File: config.mk
export PLATFORM = sky130hd
export DESIGN_NAME = instr_fetch
export DESIGN_NICKNAME = d
export VERILOG_FILES = /design/src/rtl/instr_fetch.sv
export SDC_FILE = /design/constraint.sdc
export NUM_CORES = 1
export LEC_CHECK = 0
export ABC_AREA = 1
export CORE_MARGIN = 1
export CORE_UTILIZATION = 44
export DETAILED_ROUTE_END_ITERATION = 8
export GPL_TIMING_DRIVEN = 0
export PLACE_DENSITY = 0.78
export SLEW_MARGIN = 30
export SYNTH_ARGS = -nofsm -noshare
export SYNTH_HDL_FRONTEND = slang
export SYNTH_SLANG_ARGS = --single-unit
File: constraint.sdc
create_clock -name clk -period 1.9 [get_ports clk]
set_input_delay 0.285 -clock clk [delete_from_list [all_inputs] [get_ports clk]]
set_output_delay 0.285 -clock clk [all_outputs]
set_load 0.02 [all_outputs]
File: src/rtl/instr_fetch.sv
// instr_fetch: multi-cycle fetch stage feeding decode.
// Split addr/data bus handshake, AdEL check, flush with response drain.
module instr_fetch #(
  parameter int ADDR_WIDTH = 32,
  parameter int DATA_WIDTH = 32,
  parameter int CNT_WIDTH  = 32
) (
  input  logic                  clk,
  input  logic                  resetn,
  input  logic                  fetch_valid,
  input  logic [ADDR_WIDTH-1:0] fetch_pc,
  output logic                  fetch_ready,
  input  logic                  flush,
  output logic                  ibus_valid,
  output logic [ADDR_WIDTH-1:0] ibus_addr,
  input  logic                  ibus_addr_ok,
  input  logic                  ibus_data_ok,
  input  logic [DATA_WIDTH-1:0] ibus_data,
  output logic                  out_valid,
  input  logic                  out_ready,
  output logic [DATA_WIDTH-1:0] out_instr,
  output logic [ADDR_WIDTH-1:0] out_pc,
  output logic                  out_ex,
  output logic [CNT_WIDTH-1:0]  fetch_count
);

  typedef enum logic [2:0] {
    S_IDLE,
    S_ADDR,
    S_DATA,
    S_DONE,
    S_DRAIN
  } state_t;

  state_t                state;
  logic [ADDR_WIDTH-1:0] pc_q;

  // Handshake outputs are pure state decodes, so no input reaches them.
  assign fetch_ready = (state == S_IDLE);
  assign ibus_valid  = (state == S_ADDR);
  assign out_valid   = (state == S_DONE);
  assign ibus_addr   = pc_q;
  assign out_pc      = pc_q;

  // Fetch FSM: request latch, bus handshake, result hold, drain.
  always_ff @(posedge clk or negedge resetn) begin
    if (!resetn) begin
      state       <= S_IDLE;
      pc_q        <= '0;
      out_instr   <= '0;
      out_ex      <= 1'b0;
      fetch_count <= '0;
    end else begin
      unique case (state)
        S_IDLE: begin
          if (fetch_valid) begin
            pc_q <= fetch_pc;
            if (fetch_pc[1:0] != 2'b00) begin
              out_ex    <= 1'b1;
              out_instr <= '0;
              state     <= S_DONE;
            end else begin
              out_ex <= 1'b0;
              state  <= S_ADDR;
            end
          end
        end
        S_ADDR: begin
          if (flush) begin
            // An accepted address with no data yet leaves a response owed.
            if (ibus_addr_ok && !ibus_data_ok)
              state <= S_DRAIN;
            else
              state <= S_IDLE;
          end else if (ibus_addr_ok) begin
            if (ibus_data_ok) begin
              out_instr <= ibus_data;
              state     <= S_DONE;
            end else begin
              state <= S_DATA;
            end
          end
        end
        S_DATA: begin
          if (ibus_data_ok) begin
            if (flush) begin
              state <= S_IDLE;
            end else begin
              out_instr <= ibus_data;
              state     <= S_DONE;
            end
          end else if (flush) begin
            state <= S_DRAIN;
          end
        end
        S_DRAIN: begin
          if (ibus_data_ok)
            state <= S_IDLE;
        end
        S_DONE: begin
          if (flush) begin
            state <= S_IDLE;
          end else if (out_ready) begin
            fetch_count <= fetch_count + 1'b1;
            state       <= S_IDLE;
          end
        end
        default: state <= S_IDLE;
      endcase
    end
  end

endmodule

==> run_results.csv, run 1 <==
group,metric,value,unit
grt,grt_max_degree,54,
die,initial_core_util,0.461,
finish,post-route-util,0.692,
yosys,synth.largest_area_cell,"dfrtp_1",
timing,setup-tns-final,0,ps
die,core-area,11000,sq um
worst_setup_path,rr_endpoint,"fetch_count[31]$_DFFE_PN0P_",
timing,tightest_slew,530,ps
grt,antenna_found_initial,0,
timing,finalHoldViolations,0,
worst_setup_path,crit_path_start_kind,"flop",
route,drcViolationCount,0,
worst_setup_path,rr_startpoint,"fetch_count[11]$_DFFE_PN0P_",
timing,skew,7.81,ps
cts,numCtsBuffers,9,
grt,grt_pass1_wl,22500,microns
route,avgRoutedWirePerCell,14.2,microns
worst_setup_path,path_class,"flop to primary output",
cts,htree_levels,3,
finish,ff_latch_area,2500,sq um
place,place_congestion,0.969,
finish,final_nets,935,
cts,root_buffer,"clkbuf_16",
yosys,synth.distinct_cells,27,
yosys,yosysWarnings,0,
die,fp.dieH,109,microns
yosys,synth_common_cells,"nand2_1 (293), dfrtp_1 (100), nor2_1 (41)",
yosys,syn_area,5080,sq um
die,core.rowCount,38,
timing,rsz0062_at_grt,"no",
worst_setup_path,path_buf_inv,1,
yosys,async_reset_ff_frac,1.00,
die,pin_count,203,
finish,drive_gt1_frac,0.0979,
hold_path,hp-class,"input pin to asynchronous set/reset pin",
place,portBuffers,202,
yosys,yosys.area.top_type_share,0.492,
cts,clk_latency,340,ps
pwr,peakVddDrop,0.923,mV
yosys,ys.flop_type,"dfrtp_1",
grt,grt_pass1_vias,4699,
cts,cts_sinks,100,
cts,cts_tree,"done",
die,dieArea,12000,sq um
worst_setup_path,crit_required,1620,ps
place,hpwl,11100,microns
worst_setup_path,cpMaxStageDelayCell,"clkdlybuf4s50_1",
timing,setup_violations,0,
worst_setup_path,crit_start,"fetch_count[23]$_DFFE_PN0P_",
yosys,synth_area_leaders,"dfrtp_1 (49%), nand2_1 (22%), nand3b_1 (5.0%), buf_4 (4.7%), nor2_1 (3.0%)",
die,die_w,109,microns
grt,grt_overflow,0,
worst_setup_path,r2r_slack,140,ps
job,maxCapViolCount,0,
finish,multiInputGateArea,2080,sq um
yosys,synth-seq-area-share,0.492,
timing,relSlewSlack,0.645,
cts,cts_buffer_depth,2,
timing,drv_slew,0,
timing,fmax,553,MHz
route,firstDrtPassIters,4,
worst_setup_path,endpoint_kind,"primary output",
timing,fin_crit,1810,ps
yosys,yosys_register_bits,100,
route,drt_wl_total,14300,microns
worst_setup_path,cp_cell_sequence,"clkdlybuf4s50_1",
pwr,p_total,11300,uW
yosys,synth_fp_nets,720,
finish,nFillCells,937,
grt,grt_usage,0.243,
route,vias,4947,
yosys,synth_cells,648,
yosys,syn_area_per_cell,7.85,sq um
yosys,post-synth-top-count-cell,"nand2_1",
finish,antenna_cells,0,
timing,finalCritPeriodShare,0.951,
finish,area_growth,50.2,%
pwr,p_leak,0.00366,uW
worst_setup_path,r2r_cells,7,
status,outcome,"finished, final reports clean",
pwr,p_per_area,1480,nW/um^2
route,ant_nets,0,
worst_setup_path,crit_family,"buffers and inverters",
yosys,synth_edf_count,0,
worst_setup_path,cp_slowest_stage_delay,670,ps
worst_setup_path,cp_data_arrival_time,1520,ps
cts,cts.clk_slew.worst_paths,70,ps
route,drtIter0Drc,253,
route,avgViaCountPerCell,4.91,
worst_setup_path,crit_fanout,7,
==> layout by cell type, fill, tap and decap left out, types with 2 or more instances in the layout <==
master	count
nor3_1	3
nand4_1	13
o21ai_0	3
clkbuf_8	2
xor2_1	10
nor2_2	7
inv_1	37
clkinv_4	2
clkdlybuf4s50_1	198
a21oi_1	2
xnor2_1	7
clkbuf_1	6
clkbuf_16	9
buf_4	32
dfrtp_1	100
nor2_1	41
nand3b_1	34
nand3_1	28
inv_2	7
buf_6	3
nor3_2	2
nand2_1	293
buf_2	12
dlygate4sd2_1	3
==> worst register-to-register path: stages (launching register included) <==
cell and delay (ps):
dfrtp_1 490, nand2_1 160, nor2_1 460, nand3_1 160, nor2_1 190, nand3_1 90, nand2_1 70, inv_1 40
==> final cells by class <==
class	count	share of cell area
Clock inverter	5	0.00787
Tap cell	140	0.0229
Timing Repair Buffer	204	0.269
Buffer	52	0.0452
Sequential cell	100	0.328
Multi-Input combinational cell	452	0.272
Clock buffer	11	0.0331
Inverter	44	0.0216
==> cell families after synthesis <==
family,count (synthesis),share of synthesized area
simple gates,427,0.368
flops,100,0.492
buf+inv,96,0.100
xor+xnor,17,0.0293
compound gates,7,0.00763
fa+ha+maj,1,0.00246
==> state kept, by name (all words and copies together) (netlist names) <==
name         flops
fetch_count     32
ibus_addr       32
out_ex           1
out_instr       32
state            3
==> worst max path at each step <==
stage | endpoint | slack, ps | cells after the start
2_1_floorplan | ibus_addr[10]$_DFFE_PN0P_ | 250 | 5
3_3_place_gp | ibus_addr[12]$_DFFE_PN0P_ | -3240 | 1
6_report | fetch_count[23] | 90 | 1
5_1_grt | out_instr[30]$_DFFE_PN0P_ | 3 | 6
3_5_place_dp | fetch_count[23]$_DFFE_PN0P_ | 20 | 8
4_1_cts | fetch_ready | 40 | 2
==> layer usage <==
metal / vias up / routed length [microns] / GRT usage
met2: 160 / 7400 / 0.433
met4: 0 / 252 / 0.0924
met1: 2351 / 5870 / 0.299
met3: 20 / 805 / 0.0344
li1: 2416 / - / -
met5: - / 0 / 0
==> timing repair <==
action	4_1_cts	5_1_grt
hold buffers	1	0
resized for setup	3	1
endpoints found under the hold margin	47	0
setup buffers	0	0
endpoints found under the setup margin	3	1
==> report_power, final <==
group | switching, uW | leakage [uW] | internal, uW
Combinational | 3360 | 0.00222 | 2810
Clock | 795 | 0.000152 | 1100
Sequential | 509 | 0.00129 | 2750
==> per-stage QoR <==
step                      hold slack, ps  instances  area (sq um)  worst slack (ps)
after CTS                            444       1008          7630              36.7
after floorplan                    -10.6        648          5080               246
after global routing                 461       1008          7630              2.87
after global placement               456        990          7280             -3240
after detailed placement             245        991          7310              24.6
final                                422       1008          7630              92.2
Power figures use the tool's default switching activity.
==> run 2, diff against run 1 <==
SETUP_SLACK_MARGIN = 0.5   (was not set)
SLEW_MARGIN = 10   (was 30)
==> run 2 against run 1 <==
  * Total power increased by 25%
  * Combinational power increased by 46%
  * Clock skew decreased by 0.74 ps
==> run_results.csv, run 2 (synthesized netlist as in run 1, its figures left out) <==
group,metric,value,unit
grt,antenna_found_initial,1,
hold_path,hp-class,"input pin to flop",
worst_setup_path,crit_required,2170,ps
timing,rsz0062_at_grt,"yes",
place,place_congestion,0.845,
timing,fmax,588,MHz
cts,cts_buffer_depth,2,
hold_path,whs_path_depth,3,
worst_setup_path,r2r_cells,9,
status,outcome,"finished, final reports clean",
timing,drv_slew,0,
die,core.rowCount,38,
place,place_ws,29.3,ps
pwr,p_sw,6200,uW
die,fp.dieH,109,microns
route,drtIter0Drc,378,
place,portBuffers,202,
pwr,p_total,14200,uW
cts,htree_levels,3,
worst_setup_path,crit_top_cell,"buf_6",
grt,grt_overflow,0,
route,vias,5712,
timing,relSlewSlack,0.577,
worst_setup_path,crit_path_start_kind,"flop",
pwr,power.internal,7990,uW
hold_path,min_to,"out_ex$_DFFE_PN0P_",
cts,numCtsBuffers,9,
timing,finalHoldViolations,0,
die,dieArea,12000,sq um
grt,grt_usage,0.277,
route,ant_nets,0,
cts,clk_latency,340,ps
worst_setup_path,crit_family,"buffers and inverters",
finish,area_growth,77.7,%
timing,skew,7.07,ps
finish,final_common_cell,"nand2_1",
place,hpwl,10900,microns
worst_setup_path,path_buf_inv,5,
grt,grt_max_degree,54,
worst_setup_path,path_class,"flop to flop",
route,firstDrtPassIters,5,
finish,ff_latch_area,2520,sq um
route,drt_wl_total,20100,microns
worst_setup_path,cp_data_arrival_time,1980,ps
grt,grt_pass1_vias,5207,
timing,fin_ws,198,ps
finish,post-route-util,0.819,
worst_setup_path,endpoint_kind,"flop",
grt,grt_pass1_wl,25600,microns
cts,cts_sinks,100,
pwr,p_leak,0.00469,uW
timing,finalCritPeriodShare,0.896,
finish,final_nets,1010,
route,drcViolationCount,0,
cts,cts.clk_slew.worst_paths,70,ps
worst_setup_path,cpMaxStageDelayCell,"dfrtp_2",
pwr,pwr-share-clk,0.132,
timing,fin_crit,1700,ps
die,pin_count,203,
worst_setup_path,cp_slowest_stage_delay,480,ps
die,die_w,109,microns
worst_setup_path,rr_endpoint,"ibus_addr[15]$_DFFE_PN0P_",
pwr,swShare,0.437,
die,initial_core_util,0.461,
worst_setup_path,crit_fanout,7,
pwr,power_frac_seq,0.236,
finish,drive_gt1_frac,0.402,
pwr,p_comb_frac,0.633,
worst_setup_path,rr_startpoint,"state[1]$_DFFE_PN0P_",
route,avgRoutedWirePerCell,18.5,microns
die,core-area,11000,sq um
cts,cts_tree,"done",
hold_path,worstHoldStart,"fetch_valid",
pwr,peakVddDrop,1.15,mV
timing,setup_violations,0,
job,maxCapViolCount,0,
timing,tightest_slew,634,ps
worst_setup_path,cp_cell_sequence,"nor3_4 -> buf_6 -> buf_6 -> nand2_8 -> clkinv_8 -> buf_12 -> buf_8 -> nand2_2 -> nand2_1",
pwr,p_per_area,1570,nW/um^2
finish,multiInputGateArea,2710,sq um
worst_setup_path,r2r_slack,200,ps
cts,root_buffer,"clkbuf_16",
finish,layout_common_cells,"nand2_1 (173), nand2_2 (96), dfrtp_1 (86)",
route,avgViaCountPerCell,5.26,
finish,nFillCells,658,
-- run 2: cell count changes in the layout (fill, tap and decap cells not counted), moves of 24 or more --
cell,change
buf_4,+24
buf_6,+62
clkdlybuf4s50_1,-130
dlygate4sd2_1,+60
nand2_1,-120
nand2_2,+95
nand2_4,+25
-- run 2: layout make-up --
cell class                 count  area share
clock inverter                 4     0.00540
buffer                        52      0.0569
tap                          140      0.0194
sequential                   100       0.279
clock buffer                  12      0.0273
timing repair buffer         278       0.292
inverter                      44      0.0202
antenna                        2    0.000554
multi-input combinational    453       0.299
-- run 2: how the worst max path moves through the flow --
stage | startpoint | endpoint | slack (ps) | depth (start not counted)
6_report | state[1]$_DFFE_PN0P_ | ibus_addr[15]$_DFFE_PN0P_ | 200 | 9
4_1_cts | state[1]$_DFFE_PN0P_ | fetch_ready | 260 | 2
2_1_floorplan | state[0]$_DFFE_PN0P_ | out_instr[0]$_DFFE_PN0P_ | 430 | 7
3_3_place_gp | resetn | state[1]$_DFFE_PN0P_ | -3540 | 1
5_1_grt | state[2]$_DFFE_PN0P_ | state[0]$_DFFE_PN0P_ | 150 | 9
3_5_place_dp | fetch_pc[1] | out_instr[30]$_DFFE_PN0P_ | 30 | 9
-- run 2: worst reg2reg max path, stage by stage (launching register included) --
cell and delay, ps:
dfrtp_2 480, nor3_4 250, buf_6 160, buf_6 130
nand2_8 110, clkinv_8 110, buf_12 120, buf_8 140
nand2_2 60, nand2_1 90
-- run 2: repair_timing --
item	in CTS	in global routing
hold endpoints to repair	41	0
gates cloned	13	0
endpoints found under the setup margin	221	158
buffers inserted	39	23
hold buffers	1	0
pin swaps	20	48
gates resized for setup	406	196
-- run 2: routing by layer --
metal | global-route usage | vias up | wire (microns)
met5 | 0 | - | 0
met4 | 0.109 | 0 | 916
met3 | 0.0557 | 79 | 1530
met2 | 0.493 | 280 | 10200
met1 | 0.329 | 2777 | 7440
li1 | - | 2576 | -
-- run 2: per-stage QoR --
| step | std cells | TNS [ps] | area, sq um | hold WS [ps] |
|---|---|---|---|---|
| finish | 1085 | 0 | 9030 | 423 |
| global route | 1083 | 0 | 9030 | 446 |
| CTS | 1060 | 0 | 8470 | 473 |
| floorplan | 648 | 0 | 5170 | -10.6 |
| detailed placement | 991 | 0 | 7400 | 346 |
| global placement | 990 | -319670 | 7370 | 455 |
-- run 2: power groups by stage --
stage / Combinational [uW] / Sequential, uW / Clock (uW)
4_1_cts: 7640 / 3250 / 1840
5_1_grt: 9530 / 3400 / 1980
3_5_place_dp: 6470 / 3300 / 0
2_1_floorplan: 3160 / 3920 / 0
6_report: 8980 / 3340 / 1870
3_3_place_gp: 6330 / 3280 / 0
==> run 3, diff against run 2 <==
CORE_UTILIZATION = 34   (was 44)
PLACE_DENSITY = 0.62   (was 0.78)
==> run 3 against run 2 <==
  * Critical path depth stayed put
  * Combinational power is 2.2% lower
  * Core utilization is 20 points lower
  * Cell count is 4.2% higher
  * Global-route usage is 6.9 points lower
  * Register-to-register slack better by 120 ps
  * Sequential share of layout area is 0.29 points higher
  * Clock-buffer cell count stayed put
  * Sequential power is 1% lower
  * Critical path type unchanged
  * Critical endpoint is now ibus_addr[13]$_DFFE_PN0P_
  * Largest cell class unchanged
  * Highest routed layer unchanged
==> run_results.csv, run 3 (synthesized netlist as in run 1, its figures left out) <==
group,metric,value,unit
die,initial_core_util,0.350,
die,fp.dieH,124,microns
cts,cts_buffer_depth,2,
route,drt_wl_total,16600,microns
place,place_congestion,0.866,
finish,post-route-util,0.616,
worst_setup_path,cp_cell_sequence,"nor3_4 -> buf_6 -> buf_6 -> nand2_8 -> inv_12 -> buf_12 -> buf_16 -> nand2_4 -> nand2_2",
hold_path,hp-class,"input pin to asynchronous set/reset pin",
status,outcome,"finished, final reports clean",
worst_setup_path,crit_fanout,7,
die,core.rowCount,44,
grt,grt_usage,0.208,
finish,final_cells,1131,
cts,clk_latency,340,ps
timing,skew,9.51,ps
pwr,peakVddDrop,0.710,mV
route,firstDrtPassIters,7,
timing,finalCritPeriodShare,0.834,
timing,relSlewSlack,0.668,
worst_setup_path,crit_family,"buffers and inverters",
timing,finalHoldViolations,0,
die,dieArea,15400,sq um
die,die_w,124,microns
cts,cts_tree,"done",
grt,antenna_found_initial,0,
route,drtIter0Drc,267,
worst_setup_path,crit_required,2180,ps
job,maxCapViolCount,0,
pwr,p_per_area,1540,nW/um^2
die,core-area,14500,sq um
timing,setup-tns-final,0,ps
cts,root_buffer,"clkbuf_16",
timing,fmax,631,MHz
grt,grt_overflow,0,
finish,final_common_cell,"nand2_1",
worst_setup_path,crit_top_cell,"buf_6",
place,hpwl,11000,microns
die,pin_count,203,
grt,grt_pass1_wl,26200,microns
cts,cts.clk_slew.worst_paths,70,ps
worst_setup_path,crit_path_start_kind,"flop",
timing,tightest_slew,494,ps
worst_setup_path,cpMaxStageDelayCell,"dfrtp_2",
finish,antenna_cells,0,
finish,area_growth,76.1,%
cts,cts_sinks,100,
grt,grt_max_degree,66,
place,dp.cells,1035,
worst_setup_path,path_buf_inv,5,
place,portBuffers,202,
route,vias,5326,
timing,fin_crit,1580,ps
cts,htree_levels,3,
route,ant_nets,0,
route,avgViaCountPerCell,4.71,
finish,layout_common_cells,"nand2_1 (229), dfrtp_1 (84), buf_6 (83)",
finish,drive_gt1_frac,0.345,
cts,numCtsBuffers,9,
timing,drv_slew,0,
route,avgRoutedWirePerCell,14.7,microns
finish,final_nets,1014,
timing,rsz0062_at_grt,"yes",
worst_setup_path,endpoint_kind,"flop",
pwr,p_leak,0.00459,uW
worst_setup_path,cp_slowest_stage_delay,480,ps
worst_setup_path,path_class,"flop to flop",
grt,grt_pass1_vias,5129,
route,drcViolationCount,0,
worst_setup_path,cp_num_cells,9,
timing,setup_violations,0,
worst_setup_path,r2r_cells,9,
worst_setup_path,cp_data_arrival_time,1870,ps
pwr,p_total,13800,uW
run 3: cell count changes in the layout (fill, tap and decap cells not counted), moves of 4 or more:
cell             previous run  this run
buf_4                      56        51
buf_6                      65        83
nand2_1                   173       229
nand2_2                    96        50
nor2_1                     28        34
clkdlybuf4s15_1            12         7
clkdlybuf4s15_2             7        11
nand2_4                    25        14
buf_2                      21        14
nor2_4                     14        10
run 3: worst register-to-register path, cell delays in order, from the launching register on:
cell and delay (ps):
dfrtp_2 480, nor3_4 220, buf_6 160, buf_6 130, nand2_8 90, inv_12 130
buf_12 110, buf_16 120, nand2_4 50, nand2_2 50
run 3: path summary, 6_finish.rpt:
kind,from,to,slack (ps)
min reg2reg,out_instr[0]$_DFFE_PN0P_,out_instr[0]$_DFFE_PN0P_,470
max reg2reg,state[1]$_DFFE_PN0P_,ibus_addr[13]$_DFFE_PN0P_,320
min,resetn,fetch_count[29]$_DFFE_PN0P_,410
min in group clk,out_instr[0]$_DFFE_PN0P_,out_instr[0]$_DFFE_PN0P_,470
max in group asynchronous,resetn,state[1]$_DFFE_PN0P_,800
max,state[1]$_DFFE_PN0P_,ibus_addr[13]$_DFFE_PN0P_,320
run 3: area by class of cell:
type                       count  area, sq um
sequential                   100         2520
timing repair buffer         282         2700
fill                        1240         5580
tap                          184          230
clock buffer                  12          246
clock inverter                 4         25.0
multi-input combinational    453         2480
buffer                        52          567
inverter                      44          183
run 3: metrics by stage:
stage / instance area [sq um] / setup slack (ps) / hold WS (ps)
3_3_place_gp: 7430 / -3770 / 453
4_1_cts: 8570 / 295 / 414
6_report: 8950 / 315 / 414
3_5_place_dp: 7450 / -4.59 / 209
5_1_grt: 8950 / 210 / 444
2_1_floorplan: 5170 / 433 / -10.6
run 3: where the power goes:
part           total (uW)  internal [uW]  switching (uW)
Clock                1710            922             787
Sequential           3290           2770             523
Combinational        8780           4430            4350
Total               13800           8120            5660
run 3: timing repair:
item	4_1_cts	5_1_grt
buffers inserted	44	23
endpoints found under the setup margin	222	156
pin swaps	19	29
hold endpoints to repair	35	0
cloned	10	2
gates resized for setup	433	123
hold buffers	1	0
run 3: metal layers:
metal	track usage	part of all wire	up-vias
met2	0.355	0.49	200
met1	0.271	0.44	2534
met5	0	0	-
met3	0.0399	0.056	17
li1	-	-	2575
met4	0.0546	0.013	0
